**src/rtl/noc_local_ni.sv**
```systemverilog
// ---------------------------------------------------------------------------
// noc_local_ni
//   Network interface between a processing element (PE) and the Local port
//   of a noc_router.
//
//   Inject path: a one-entry hold register takes a PE flit and forwards it to
//   the router. Forwarding is throttled by a registered write-enable that is
//   derived from the router's full/almost_full.
//   Eject path: router flits go into a first-word fall-through RX FIFO.
//   The FIFO returns full/almost_full to the router and presents its head to
//   the PE through a valid/ready handshake.
//
//   Flit format: [0] valid, [2:1] destination port, [WIDTH-1:3] payload.
//
// Ports
//   clk, reset                        clock, asynchronous active-high reset
//   tx_valid/tx_ready                 PE inject handshake
//   tx_dst, tx_payload                PE destination code and payload
//   net_write, net_data               to router writeL / dataInL
//   net_full, net_almost_full         from router fullL / almost_fullL
//   rx_write, rx_data                 from router writeOutL / dataOutL
//   rx_full, rx_almost_full           to router readFullL / read_almostfullL
//   rx_valid/rx_ready                 PE eject handshake
//   rx_dst, rx_payload                head flit fields of the RX FIFO
//   rx_overflow                       sticky: valid flit dropped, FIFO full
//   rx_bad                            sticky: rx_write with flit bit0 = 0
//
// Optional build macro NOC_NI_STATS_EN
//   Adds parameter CNT_W and outputs tx_flits / rx_flits, which are
//   wrapping counts of flits sent to the router and pushed into the RX FIFO.
// ---------------------------------------------------------------------------
module noc_local_ni #(
    parameter int WIDTH    = 16,
    parameter int RX_DEPTH = 8
`ifdef NOC_NI_STATS_EN
    ,
    parameter int CNT_W    = 16
`endif
) (
    input  logic             clk,
    input  logic             reset,
    input  logic             tx_valid,
    output logic             tx_ready,
    input  logic [1:0]       tx_dst,
    input  logic [WIDTH-4:0] tx_payload,
    output logic             net_write,
    output logic [WIDTH-1:0] net_data,
    input  logic             net_full,
    input  logic             net_almost_full,
    input  logic             rx_write,
    input  logic [WIDTH-1:0] rx_data,
    output logic             rx_full,
    output logic             rx_almost_full,
    output logic             rx_valid,
    input  logic             rx_ready,
    output logic [1:0]       rx_dst,
    output logic [WIDTH-4:0] rx_payload,
    output logic             rx_overflow,
    output logic             rx_bad
`ifdef NOC_NI_STATS_EN
    ,
    output logic [CNT_W-1:0] tx_flits,
    output logic [CNT_W-1:0] rx_flits
`endif
);

    localparam int          AW      = $clog2(RX_DEPTH);
    localparam logic [AW:0] DEPTH_C = (AW+1)'(RX_DEPTH);
    localparam logic [AW:0] AFULL_C = (AW+1)'(RX_DEPTH - 1);

    // ------------------------------------------------------------------ TX
    logic             r_wr_able;
    logic             r_hold_v;
    logic [WIDTH-1:0] r_hold_flit;
    logic             r_net_write;
    logic [WIDTH-1:0] r_net_data;
    logic             w_accept;
    logic             w_send;

    // The hold slot can take a new flit when it is empty, or when its current
    // flit leaves on this same edge.
    assign tx_ready  = !reset & (!r_hold_v | r_wr_able);
    assign w_accept  = tx_valid & tx_ready;
    assign w_send    = r_hold_v & r_wr_able;
    assign net_write = r_net_write;
    assign net_data  = r_net_data;

    // NOTE: sequential state uses non-blocking assignments so every register
    // samples pre-edge values; w_send here sees the old r_hold_v/r_wr_able.
    always_ff @(posedge clk or posedge reset) begin
        if (reset) begin
            r_wr_able   <= 1'b0;
            r_hold_v    <= 1'b0;
            r_hold_flit <= '0;
            r_net_write <= 1'b0;
            r_net_data  <= '0;
        end else begin
            // Our own last write counts against an almost-full router.
            r_wr_able <= !((net_almost_full & r_net_write) | net_full);
            if (w_accept) begin
                r_hold_v    <= 1'b1;
                r_hold_flit <= {tx_payload, tx_dst, 1'b1};
            end else if (w_send) begin
                r_hold_v <= 1'b0;
            end
            r_net_write <= w_send;
            r_net_data  <= w_send ? r_hold_flit : '0;
        end
    end

    // ------------------------------------------------------------------ RX
    // Stored entries always carry bit0 = 1, so only [WIDTH-1:1] is kept.
    logic [WIDTH-2:0] r_mem [RX_DEPTH];
    logic [AW-1:0]    r_wr_ptr;
    logic [AW-1:0]    r_rd_ptr;
    logic [AW:0]      r_count;
    logic [AW:0]      w_count_nxt;
    logic             r_rx_full;
    logic             r_rx_afull;
    logic             r_overflow;
    logic             r_bad;
    logic             w_pop;
    logic             w_full;
    logic             w_push;
    logic             w_drop;
    logic             w_bad_flit;
    logic [WIDTH-2:0] w_head;

    assign w_pop       = (r_count != '0) & rx_ready;
    assign w_full      = (r_count == DEPTH_C);
    // A pop in the same cycle frees the slot, so a push into a full FIFO
    // still succeeds when the PE is draining.
    assign w_push      = rx_write & rx_data[0] & (!w_full | w_pop);
    assign w_drop      = rx_write & rx_data[0] & w_full & !w_pop;
    assign w_bad_flit  = rx_write & !rx_data[0];
    assign w_count_nxt = r_count + (AW+1)'(w_push) - (AW+1)'(w_pop);

    assign w_head         = r_mem[r_rd_ptr];
    assign rx_valid       = (r_count != '0);
    assign rx_dst         = w_head[1:0];
    assign rx_payload     = w_head[WIDTH-2:2];
    assign rx_full        = r_rx_full;
    assign rx_almost_full = r_rx_afull;
    assign rx_overflow    = r_overflow;
    assign rx_bad         = r_bad;

    // NOTE: the FIFO storage has no reset; emptiness is tracked by r_count,
    // so stale words are never visible and the array stays plain RAM.
    always_ff @(posedge clk) begin
        if (w_push) begin
            r_mem[r_wr_ptr] <= rx_data[WIDTH-1:1];
        end
    end

    always_ff @(posedge clk or posedge reset) begin
        if (reset) begin
            r_wr_ptr   <= '0;
            r_rd_ptr   <= '0;
            r_count    <= '0;
            r_rx_full  <= 1'b0;
            r_rx_afull <= 1'b0;
            r_overflow <= 1'b0;
            r_bad      <= 1'b0;
        end else begin
            if (w_push) r_wr_ptr <= r_wr_ptr + 1'b1;
            if (w_pop)  r_rd_ptr <= r_rd_ptr + 1'b1;
            r_count    <= w_count_nxt;
            r_rx_full  <= (w_count_nxt == DEPTH_C);
            r_rx_afull <= (w_count_nxt >= AFULL_C);
            if (w_drop)     r_overflow <= 1'b1;
            if (w_bad_flit) r_bad      <= 1'b1;
        end
    end

`ifdef NOC_NI_STATS_EN
    // --------------------------------------------------------------- stats
    logic [CNT_W-1:0] r_tx_flits;
    logic [CNT_W-1:0] r_rx_flits;

    assign tx_flits = r_tx_flits;
    assign rx_flits = r_rx_flits;

    always_ff @(posedge clk or posedge reset) begin
        if (reset) begin
            r_tx_flits <= '0;
            r_rx_flits <= '0;
        end else begin
            if (w_send) r_tx_flits <= r_tx_flits + 1'b1;
            if (w_push) r_rx_flits <= r_rx_flits + 1'b1;
        end
    end
`endif

endmodule

```
**config.mk**
```make
export PLATFORM = sky130hd
export DESIGN_NAME = noc_local_ni
export DESIGN_NICKNAME = d
export VERILOG_FILES = /design/src/rtl/noc_local_ni.sv
export SDC_FILE = /design/constraint.sdc
export NUM_CORES = 1
export LEC_CHECK = 0
export ABC_AREA = 1
export CAP_MARGIN = 10
export CORE_ASPECT_RATIO = 1.2
export CORE_MARGIN = 5
export CORE_UTILIZATION = 27
export CTS_CLUSTER_DIAMETER = 200
export DETAILED_ROUTE_END_ITERATION = 8
export PLACE_DENSITY = 0.42
export SKIP_CTS_REPAIR_TIMING = 1
export SLEW_MARGIN = 20
export SYNTH_ARGS = -nofsm -noshare
export SYNTH_HDL_FRONTEND = slang
export SYNTH_SLANG_ARGS = --single-unit
```
**constraint.sdc**
```tcl
create_clock -name clk -period 4.2 [get_ports clk]
set_input_delay 0.84 -clock clk [delete_from_list [all_inputs] [get_ports clk]]
set_output_delay 0.84 -clock clk [all_outputs]
set_load 0.01 [all_outputs]
```
==> results of run 1 <==
[layout make-up]
cell class,count,share of cell area (%)
inverter,51,2.27
tap,325,4.79
clock buffer,17,5.02
timing repair buffer,87,9.91
multi-input combinational,358,19.0
clock inverter,14,2.02
sequential,169,57.0
[layer usage]
layer / global-route usage, % / vias to the layer above / wire [um]
li1: - / 2147 / -
met2: 19.9 / 82 / 7710
met3: 2.99 / 14 / 660
met5: 0 / - / 0
met1: 13.0 / 2046 / 6640
met4: 4.24 / 0 / 233
[flip-flops by register name, summed over array words and instances, names as in the netlist]
signal and cells:
net_data 16, r_hold_v 1, r_wr_able 1, rx_almost_full 1
r_hold_flit 16, r_rd_ptr 3, rx_overflow 1, net_write 1
r_count 4, rx_bad 1, rx_full 1, r_mem 120
r_wr_ptr 3
[path summary, 6_finish.rpt]
check | from | endpoint | depth (start not counted)
min reg2reg | net_write | r_wr_able | 1
max reg2reg | r_count[2] | rx_almost_full | 14
max in group asynchronous | reset | r_rd_ptr[0] | 2
min | net_write | r_wr_able | 1
min in group asynchronous | reset | net_write | 2
max | r_rd_ptr[0] | rx_payload[5] | 8
[kinds of logic after synthesis]
kind of cell | after synthesis
simple gates | 264
flops | 169
buf+inv | 77
fa+ha+maj | 8
compound gates | 82
xor+xnor | 4
[stage by stage]
| step | power (mW) | utilization, % | instance area [um^2] | setup WS, ps | std cells |
|---|---|---|---|---|---|
| after floorplan | 3.19 | - | 6790 | 1880 | 604 |
| after global placement | 3.85 | 31.9 | 7880 | 1230 | 990 |
| after detailed placement | 3.87 | 31.9 | 7880 | 1210 | 990 |
| after CTS | 5.48 | 34.3 | 8480 | 753 | 1021 |
| after global routing | 5.76 | 34.3 | 8480 | 600 | 1021 |
| final | 5.37 | 34.3 | 8480 | 826 | 1021 |
[critical path, cell delays in order, from the launching register on]
cell and delay, ps:
dfrtp_2 370, buf_4 620, nor2_1 110, nor2_1 110
o21ai_0 80, nand2_1 100, nand2_1 50, nand2_1 130
clkdlybuf4s50_1 540
[synth_stat cells]
master and number:
xnor2_1 1, clkbuf_1 4, o21bai_1 2, inv_2 2
inv_1 49, buf_2 14, xor2_1 3, edfxtp_1 120
nand2_1 160, o211ai_1 15, o21ai_1 9, nand2_2 3
nand3_1 10, a21oi_1 18, nor3b_1 1, buf_1 1
buf_6 3, buf_4 4, dfrtp_1 49, ha_1 7
o21ai_0 37, fa_1 1, a21oi_2 1, nor2_1 90
[where the power goes]
| part | internal [mW] | switching [mW] |
|---|---|---|
| registers | 1.97 | 0.0788 |
| clock network | 0.937 | 0.653 |
| logic | 0.683 | 1.05 |
| total | 3.59 | 1.78 |
==> flow_summary.json, run 1 <==
{
  "outcome": "finished clean",
  "netlist_area_um2": 6790,
  "port_buffers": 75,
  "clock_latency_ps": 420,
  "cts_num_sinks": 169,
  "die_h_um": 184,
  "p_leak_nw": 3.42,
  "regArea_um2": 4830,
  "area.growth.synth_to_final_pct": 25.0,
  "vias": 4289,
  "drc": 0,
  "core_region_area_um2": 24800,
  "cts_root_buf": "clkbuf_16",
  "min_path_type": "reg2reg",
  "track_usage_pct": 11.2,
  "syn_inst": 604,
  "synth_nets": 650,
  "fmax_mhz": 296,
  "drt_wl_total_um": 15200,
  "yosys.area_share.simple_pct": 14.9,
  "rsz0062_at_grt": "false",
  "synth_top_family_by_area": "simple AND/OR/NAND/NOR gates",
  "drtAntennaViolNets": 0,
  "reg2reg_slack_ps": 1940,
  "hold_violations": 0,
  "antenna_found_initial": 0,
  "detail_route.first_pass.iterations": 4,
  "first_global_vias": 4547,
  "syn_area_per_cell_um2": 11.2,
  "synthDistinctLibCells": 24,
  "layout_commonest_cell": "nand2_1",
  "synth_seq_area_share_pct": 71.2,
  "drive_above_1_share_pct": 7.04,
  "die_w_um": 155,
  "wire_per_inst_um": 14.9,
  "worst_hold_slack_ps": 453,
  "maxCapViolCount": 0,
  "synth-adder-area-share_pct": 1.59,
  "path_class": "reg2out",
  "drt_first_iter_violations": 144,
  "yosys.area.top_type": "edfxtp_1",
  "clk_pin_slew_ps": 70,
  "yosys-top-cells-area": "edfxtp_1 53%, dfrtp_1 18%, nand2_1 8.8%",
  "setup_tns_ps": 0,
  "overflow": 0,
  "fillers": 2490,
  "synth_compound_area_share_pct": 6.73,
  "grt_pass1_wl_um": 24500,
  "clk_path_buf_depth": 2,
  "rows": 63,
  "muxShareOfSynthArea_pct": 0,
  "cts_buffers": 17,
  "start_kind": "register",
  "slew-limit-headroom_pct": 32.8,
  "dieArea_um2": 28400,
  "ys_warn_count": 0,
  "diodes": 0,
  "hpwlAfterDp_um": 9110,
  "worstPathRequired_ps": 3360,
  "final_max_slew_viol_count": 0,
  "cts_max_level": 4,
  "final_nets": 730,
  "avgViaCountPerCell": 4.20,
  "grt_max_degree": 77,
  "worst-path-max-fanout": 76,
  "p_per_area_nw_per_um2": 633,
  "synth_top_area_share_pct": 53.1,
  "max_slew.worst_pin.slew_ps": 1010,
  "setup_viol": 0,
  "ios": 76,
  "fin_skew_ps": 8.91,
  "multi_input_area_um2": 1610,
  "fin_crit_sh_pct": 80.3,
  "cts_tree": "done",
  "final_cell_mix": "160 x nand2_1, 120 x edfxtp_1, 90 x nor2_1",
  "end_kind": "output port",
  "fin_crit_ps": 3370,
  "gp_congestion": 0.704,
  "synth-seq-cells": 169,
  "synth-xor-area-share_pct": 0.516,
  "vdd_ir_drop_max_uv": 278,
  "initial_core_util_pct": 27.4,
  "arrival_ps": 2530
}
(Power assumes the default switching activity.)
==> run 2, diff against run 1 <==
--- a/config.mk
+++ b/config.mk
@@ -12,7 +12,7 @@
 export CORE_UTILIZATION = 27
 export CTS_CLUSTER_DIAMETER = 200
 export DETAILED_ROUTE_END_ITERATION = 8
-export PLACE_DENSITY = 0.42
+export PLACE_DENSITY = 0.44
 export SKIP_CTS_REPAIR_TIMING = 1
 export SLEW_MARGIN = 20
 export SYNTH_ARGS = -nofsm -noshare
==> constraint.sdc (replaced) <==
create_clock -name clk -period 2.8 [get_ports clk]
set_input_delay 0.56 -clock clk [delete_from_list [all_inputs] [get_ports clk]]
set_output_delay 0.56 -clock clk [all_outputs]
set_load 0.01 [all_outputs]
==> run 2 against run 1 <==
Against the previous run:
- die area unchanged
- cell area up 2.1%
- flip-flop and latch count unchanged
- sequential share of layout area down 1.2 points
- sequential power up 51%
- critical path depth up 1
- global-route usage up 0.11 points
- worst hold slack worse by 6.6 ps
- clock power up 53%
- final cell count up 0.78%
- utilization up 0.71 points
- combinational power up 60%
- critical path type unchanged
- largest cell class unchanged
==> flow_summary.json, run 2 (synthesis results as in run 1) <==
{
  "worstReg2RegStart": "r_count[2]",
  "fin_skew_ps": 5.79,
  "critPathBufInv": 3,
  "crit_family": "buffers and inverters",
  "path_class": "reg2out",
  "area.growth.synth_to_final_pct": 27.5,
  "rows": 63,
  "drtAntennaViolNets": 0,
  "cts_root_buf": "clkbuf_16",
  "hpwlAfterDp_um": 9580,
  "core_region_area_um2": 24800,
  "drc": 0,
  "drive_above_1_share_pct": 7.81,
  "final_max_slew_viol_count": 0,
  "grt_busiest_layer": "met2",
  "overflow": 0,
  "setup_tns_ps": 0,
  "rsz0062_at_grt": "true",
  "whs_endpoint": "r_wr_able",
  "fillers": 2489,
  "min_path_type": "reg2reg",
  "fin_crit_ps": 2710,
  "regMostFlops": "r_mem",
  "grt_use_met2_pct": 20.0,
  "vias": 4391,
  "critical_path.max_stage_delay_ps": 550,
  "clk_path_buf_depth": 2,
  "grt_pass1_wl_um": 24800,
  "grt_max_degree": 40,
  "cts_tree": "done",
  "end_kind": "output port",
  "outcome": "finished clean",
  "reg2reg_depth": 14,
  "final_nets": 738,
  "initial_core_util_pct": 27.4,
  "r2r-end": "rx_almost_full",
  "avgViaCountPerCell": 4.27,
  "fin_crit_sh_pct": 96.8,
  "hold_violations": 0,
  "antenna_found_initial": 0,
  "final_cell_mix": "160 x nand2_1, 120 x edfxtp_1, 90 x nor2_1",
  "diodes": 0,
  "drt_first_iter_violations": 160,
  "track_usage_pct": 11.4,
  "slew-limit-headroom_pct": 46.2,
  "maxCapViolCount": 0,
  "gr-usage-met1_pct": 13.2,
  "regArea_um2": 4830,
  "globalRouteMet3Util_pct": 3.41,
  "cts_max_level": 4,
  "layout_commonest_cell": "nand2_1",
  "dieArea_um2": 28400,
  "p_leak_nw": 3.60,
  "fmax_mhz": 369,
  "largest_reg_flops": 120,
  "gp_congestion": 0.740,
  "multi_input_area_um2": 1610,
  "setup_viol": 0,
  "post-route-util_pct": 35.0,
  "port_buffers": 75,
  "crit_slowest_cell": "clkdlybuf4s50_1",
  "clock_latency_ps": 410,
  "ios": 76,
  "clk_pin_slew_ps": 60,
  "detail_route.first_pass.iterations": 4,
  "cts_num_sinks": 169,
  "cts_buffers": 17,
  "worst-path-max-fanout": 14,
  "wire_per_inst_um": 15.1,
  "reg2reg_slack_ps": 450,
  "arrival_ps": 2150,
  "path_common_cell": "nand2_1",
  "path_cells": "inv_4, buf_12, nand2_1, nand2_1, nand2_1, o21ai_1, nand2_1, nand2_1, clkdlybuf4s50_1",
  "start_kind": "register",
  "first_global_vias": 4598,
  "min_from": "net_write",
  "vdd_ir_drop_max_uv": 592,
  "hold_depth": 1,
  "max_slew.worst_pin.slew_ps": 806,
  "p_per_area_nw_per_um2": 959,
  "die_h_um": 184,
  "worstPathRequired_ps": 2240,
  "die_w_um": 155,
  "drt_wl_total_um": 15600
}
[run 2: cell types whose count changed in the layout (fill, tap and decap cells not counted), sizes merged]
| cell | delta |
|---|---|
| clkinv | +1 |
| dlymetal6s2s | +9 |
| clkdlybuf4s50 | -9 |
| clkinvlp | -1 |
| buf | +7 |
| bufinv | +1 |
| inv | -3 |
| clkbuf | +3 |
[run 2: final cells by class]
type / count / share of cell area, %
clock buffer: 19 / 5.00
clock inverter: 12 / 2.02
inverter: 51 / 2.25
multi-input combinational: 358 / 18.6
sequential: 169 / 55.8
tap: 325 / 4.70
timing repair buffer: 95 / 11.6
[run 2: worst max path at each step]
stage	start	endpoint	slack [ps]	cells after the start
floorplan	r_count[2]	rx_almost_full	680	14
global placement	rx_write	rx_almost_full	150	13
detailed placement	rx_data[0]	rx_almost_full	50	13
CTS	r_rd_ptr[0]	rx_payload[12]	30	6
global route	r_rd_ptr[0]	rx_payload[8]	-60	8
finish	r_rd_ptr[0]	rx_dst[1]	90	9
[run 2: where the power goes]
part / total, mW / internal [mW] / leakage (nW) / switching (mW)
logic: 2.77 / 1.16 / 1.64 / 1.62
clock network: 2.43 / 1.49 / 0.286 / 0.940
registers: 3.10 / 2.95 / 1.67 / 0.144
[run 2: stage by stage]
step	setup slack, ps	cells	hold slack [ps]	area [um^2]	power, mW
4_1_cts	31.4	1028	459	8560	8.34
6_report	89.4	1029	447	8660	8.30
2_1_floorplan	678	604	422	6790	4.79
5_1_grt	-63.5	1029	480	8660	8.89
3_3_place_gp	147	997	438	7950	5.83
3_5_place_dp	50.4	997	446	7950	5.89
[run 2: routing by layer]
| layer | part of all wire [%] | routed length [um] |
|---|---|---|
| met3 | 5.9 | 923 |
| met2 | 51 | 7870 |
| met4 | 1.4 | 223 |
| met1 | 42 | 6540 |
| met5 | 0 | 0 |
==> run 3, diff against run 2 <==
--- a/config.mk
+++ b/config.mk
@@ -10,6 +10,7 @@
 export CORE_ASPECT_RATIO = 1.2
 export CORE_MARGIN = 5
 export CORE_UTILIZATION = 27
+export CTS_BUF_LIST = sky130_fd_sc_hd__clkbuf_8 sky130_fd_sc_hd__clkbuf_16
 export CTS_CLUSTER_DIAMETER = 200
 export DETAILED_ROUTE_END_ITERATION = 8
 export PLACE_DENSITY = 0.44
==> run 3 against run 2 <==
Against the previous run:
- die area stayed put
- largest cell class unchanged
- cell area did not move
- via count rose by 0.16%
- total power is essentially flat
- wire length about the same
- setup slack worse by 2.8 ps
- first-iteration DRC count unchanged
- critical path depth did not move
- critical endpoint unchanged
==> flow_summary.json, run 3 (synthesis results as in run 1) <==
{
  "worst_hold_slack_ps": 447,
  "fmax_mhz": 369,
  "vdd_ir_drop_max_uv": 592,
  "p_per_area_nw_per_um2": 958,
  "rows": 63,
  "p_switching_mw": 2.70,
  "cts_max_level": 4,
  "outcome": "finished clean",
  "worstReg2RegStart": "r_count[2]",
  "overflow": 0,
  "antenna_found_initial": 0,
  "final_nets": 738,
  "worstPathRequired_ps": 2240,
  "end_kind": "output port",
  "reg2reg_depth": 14,
  "setup_viol": 0,
  "final_max_slew_viol_count": 0,
  "fin_crit_ps": 2710,
  "hpwlAfterDp_um": 9580,
  "drive_above_1_share_pct": 7.81,
  "track_usage_pct": 11.4,
  "layout_commonest_cell": "nand2_1",
  "initial_core_util_pct": 27.4,
  "port_buffers": 75,
  "min_from": "net_write",
  "fin_crit_sh_pct": 96.9,
  "gp_congestion": 0.740,
  "rsz0062_at_grt": "true",
  "core_region_area_um2": 24800,
  "dieArea_um2": 28400,
  "arrival_ps": 2150,
  "final_cell_mix": "160 x nand2_1, 120 x edfxtp_1, 90 x nor2_1",
  "hold_depth": 1,
  "final_area_um2": 8660,
  "reg2reg_slack_ps": 450,
  "clock_latency_ps": 420,
  "fillers": 2489,
  "cts_num_sinks": 169,
  "max_slew.worst_pin.slew_ps": 806,
  "r2r-end": "rx_almost_full",
  "maxCapViolCount": 0,
  "area.growth.synth_to_final_pct": 27.5,
  "clk_pin_slew_ps": 60,
  "clkPwrFrac_pct": 29.2,
  "grt_max_degree": 40,
  "start_kind": "register",
  "path_class": "reg2out",
  "first_global_vias": 4598,
  "clk_path_buf_depth": 2,
  "drt_wl_total_um": 15600,
  "regMostFlops": "r_mem",
  "p_leak_nw": 3.60,
  "cts_buffers": 17,
  "die_w_um": 155,
  "ios": 76,
  "largest_reg_flops": 120,
  "detail_route.first_pass.iterations": 4,
  "drt_first_iter_violations": 160,
  "slew-limit-headroom_pct": 46.2,
  "place_area_um2": 7950,
  "fin_skew_ps": 5.99,
  "diodes": 0,
  "hold_violations": 0,
  "die_h_um": 184,
  "pwr-share-seq_pct": 37.4,
  "wire_per_inst_um": 15.1,
  "avgViaCountPerCell": 4.27,
  "whs_endpoint": "r_wr_able",
  "drtAntennaViolNets": 0,
  "worst-path-max-fanout": 14,
  "grt_pass1_wl_um": 24800,
  "min_path_type": "reg2reg",
  "cts_tree": "done",
  "cts_root_buf": "clkbuf_16",
  "power_frac_comb_pct": 33.5,
  "vias": 4398,
  "switching_share_pct": 32.6,
  "p_int_mw": 5.59,
  "drc": 0
}
## run 3: changes by cell type in the layout (fill, tap and decap cells not counted), sizes merged
cell and change:
inv +2, clkbuf -2
## run 3: final cells by class
class                           instances  area [um^2]  area share, %
Clock buffer                           17          425           4.91
Clock inverter                         14          183           2.11
Sequential cell                       169         4830           55.8
Timing Repair Buffer                   95         1000           11.6
Tap cell                              325          407           4.70
Multi-Input combinational cell        358         1610           18.6
Inverter                               51          195           2.25
## run 3: metrics by stage
step / setup TNS, ps / util (%) / setup WS (ps) / cells / power, mW
2_1_floorplan: 0 / - / 678 / 604 / 4.79
3_3_place_gp: 0 / 32.1 / 147 / 997 / 5.83
3_5_place_dp: 0 / 32.1 / 50.4 / 997 / 5.89
4_1_cts: 0 / 34.6 / 31.4 / 1028 / 8.33
5_1_grt: -123 / 35.0 / -63.5 / 1029 / 8.89
6_report: 0 / 35.0 / 86.5 / 1029 / 8.29
## run 3: worst max-delay path by stage
stage                      from             end  slack, ps  cells after the start
floorplan            r_count[2]  rx_almost_full        680                     14
global placement       rx_write  rx_almost_full        150                     13
detailed placement   rx_data[0]  rx_almost_full         50                     13
CTS                 r_rd_ptr[0]  rx_payload[12]         30                      6
global route        r_rd_ptr[0]   rx_payload[8]        -60                      8
finish              r_rd_ptr[0]       rx_dst[1]         90                      9
## run 3: power by group through the flow
stage | Sequential, mW | Clock [mW] | Combinational (mW)
floorplan | 3.11 | 0 | 1.68
global placement | 3.13 | 0 | 2.71
detailed placement | 3.14 | 0 | 2.75
CTS | 3.08 | 2.49 | 2.76
global route | 3.13 | 2.59 | 3.16
finish | 3.10 | 2.42 | 2.78
## run 3: worst max-delay path: stages (launching register included)
cell	delay, ps
dfrtp_2	490
inv_4	130
buf_12	150
nand2_1	60
nand2_1	50
nand2_1	40
o21ai_1	80
nand2_1	80
nand2_1	100
clkdlybuf4s50_1	550
## run 3: layer usage
metal,vias up,track usage [%],wire (um)
met4,0,3.89,223
met3,14,3.41,894
li1,2166,-,-
met1,2115,13.2,6530
met2,103,20.0,7900
met5,-,0,0
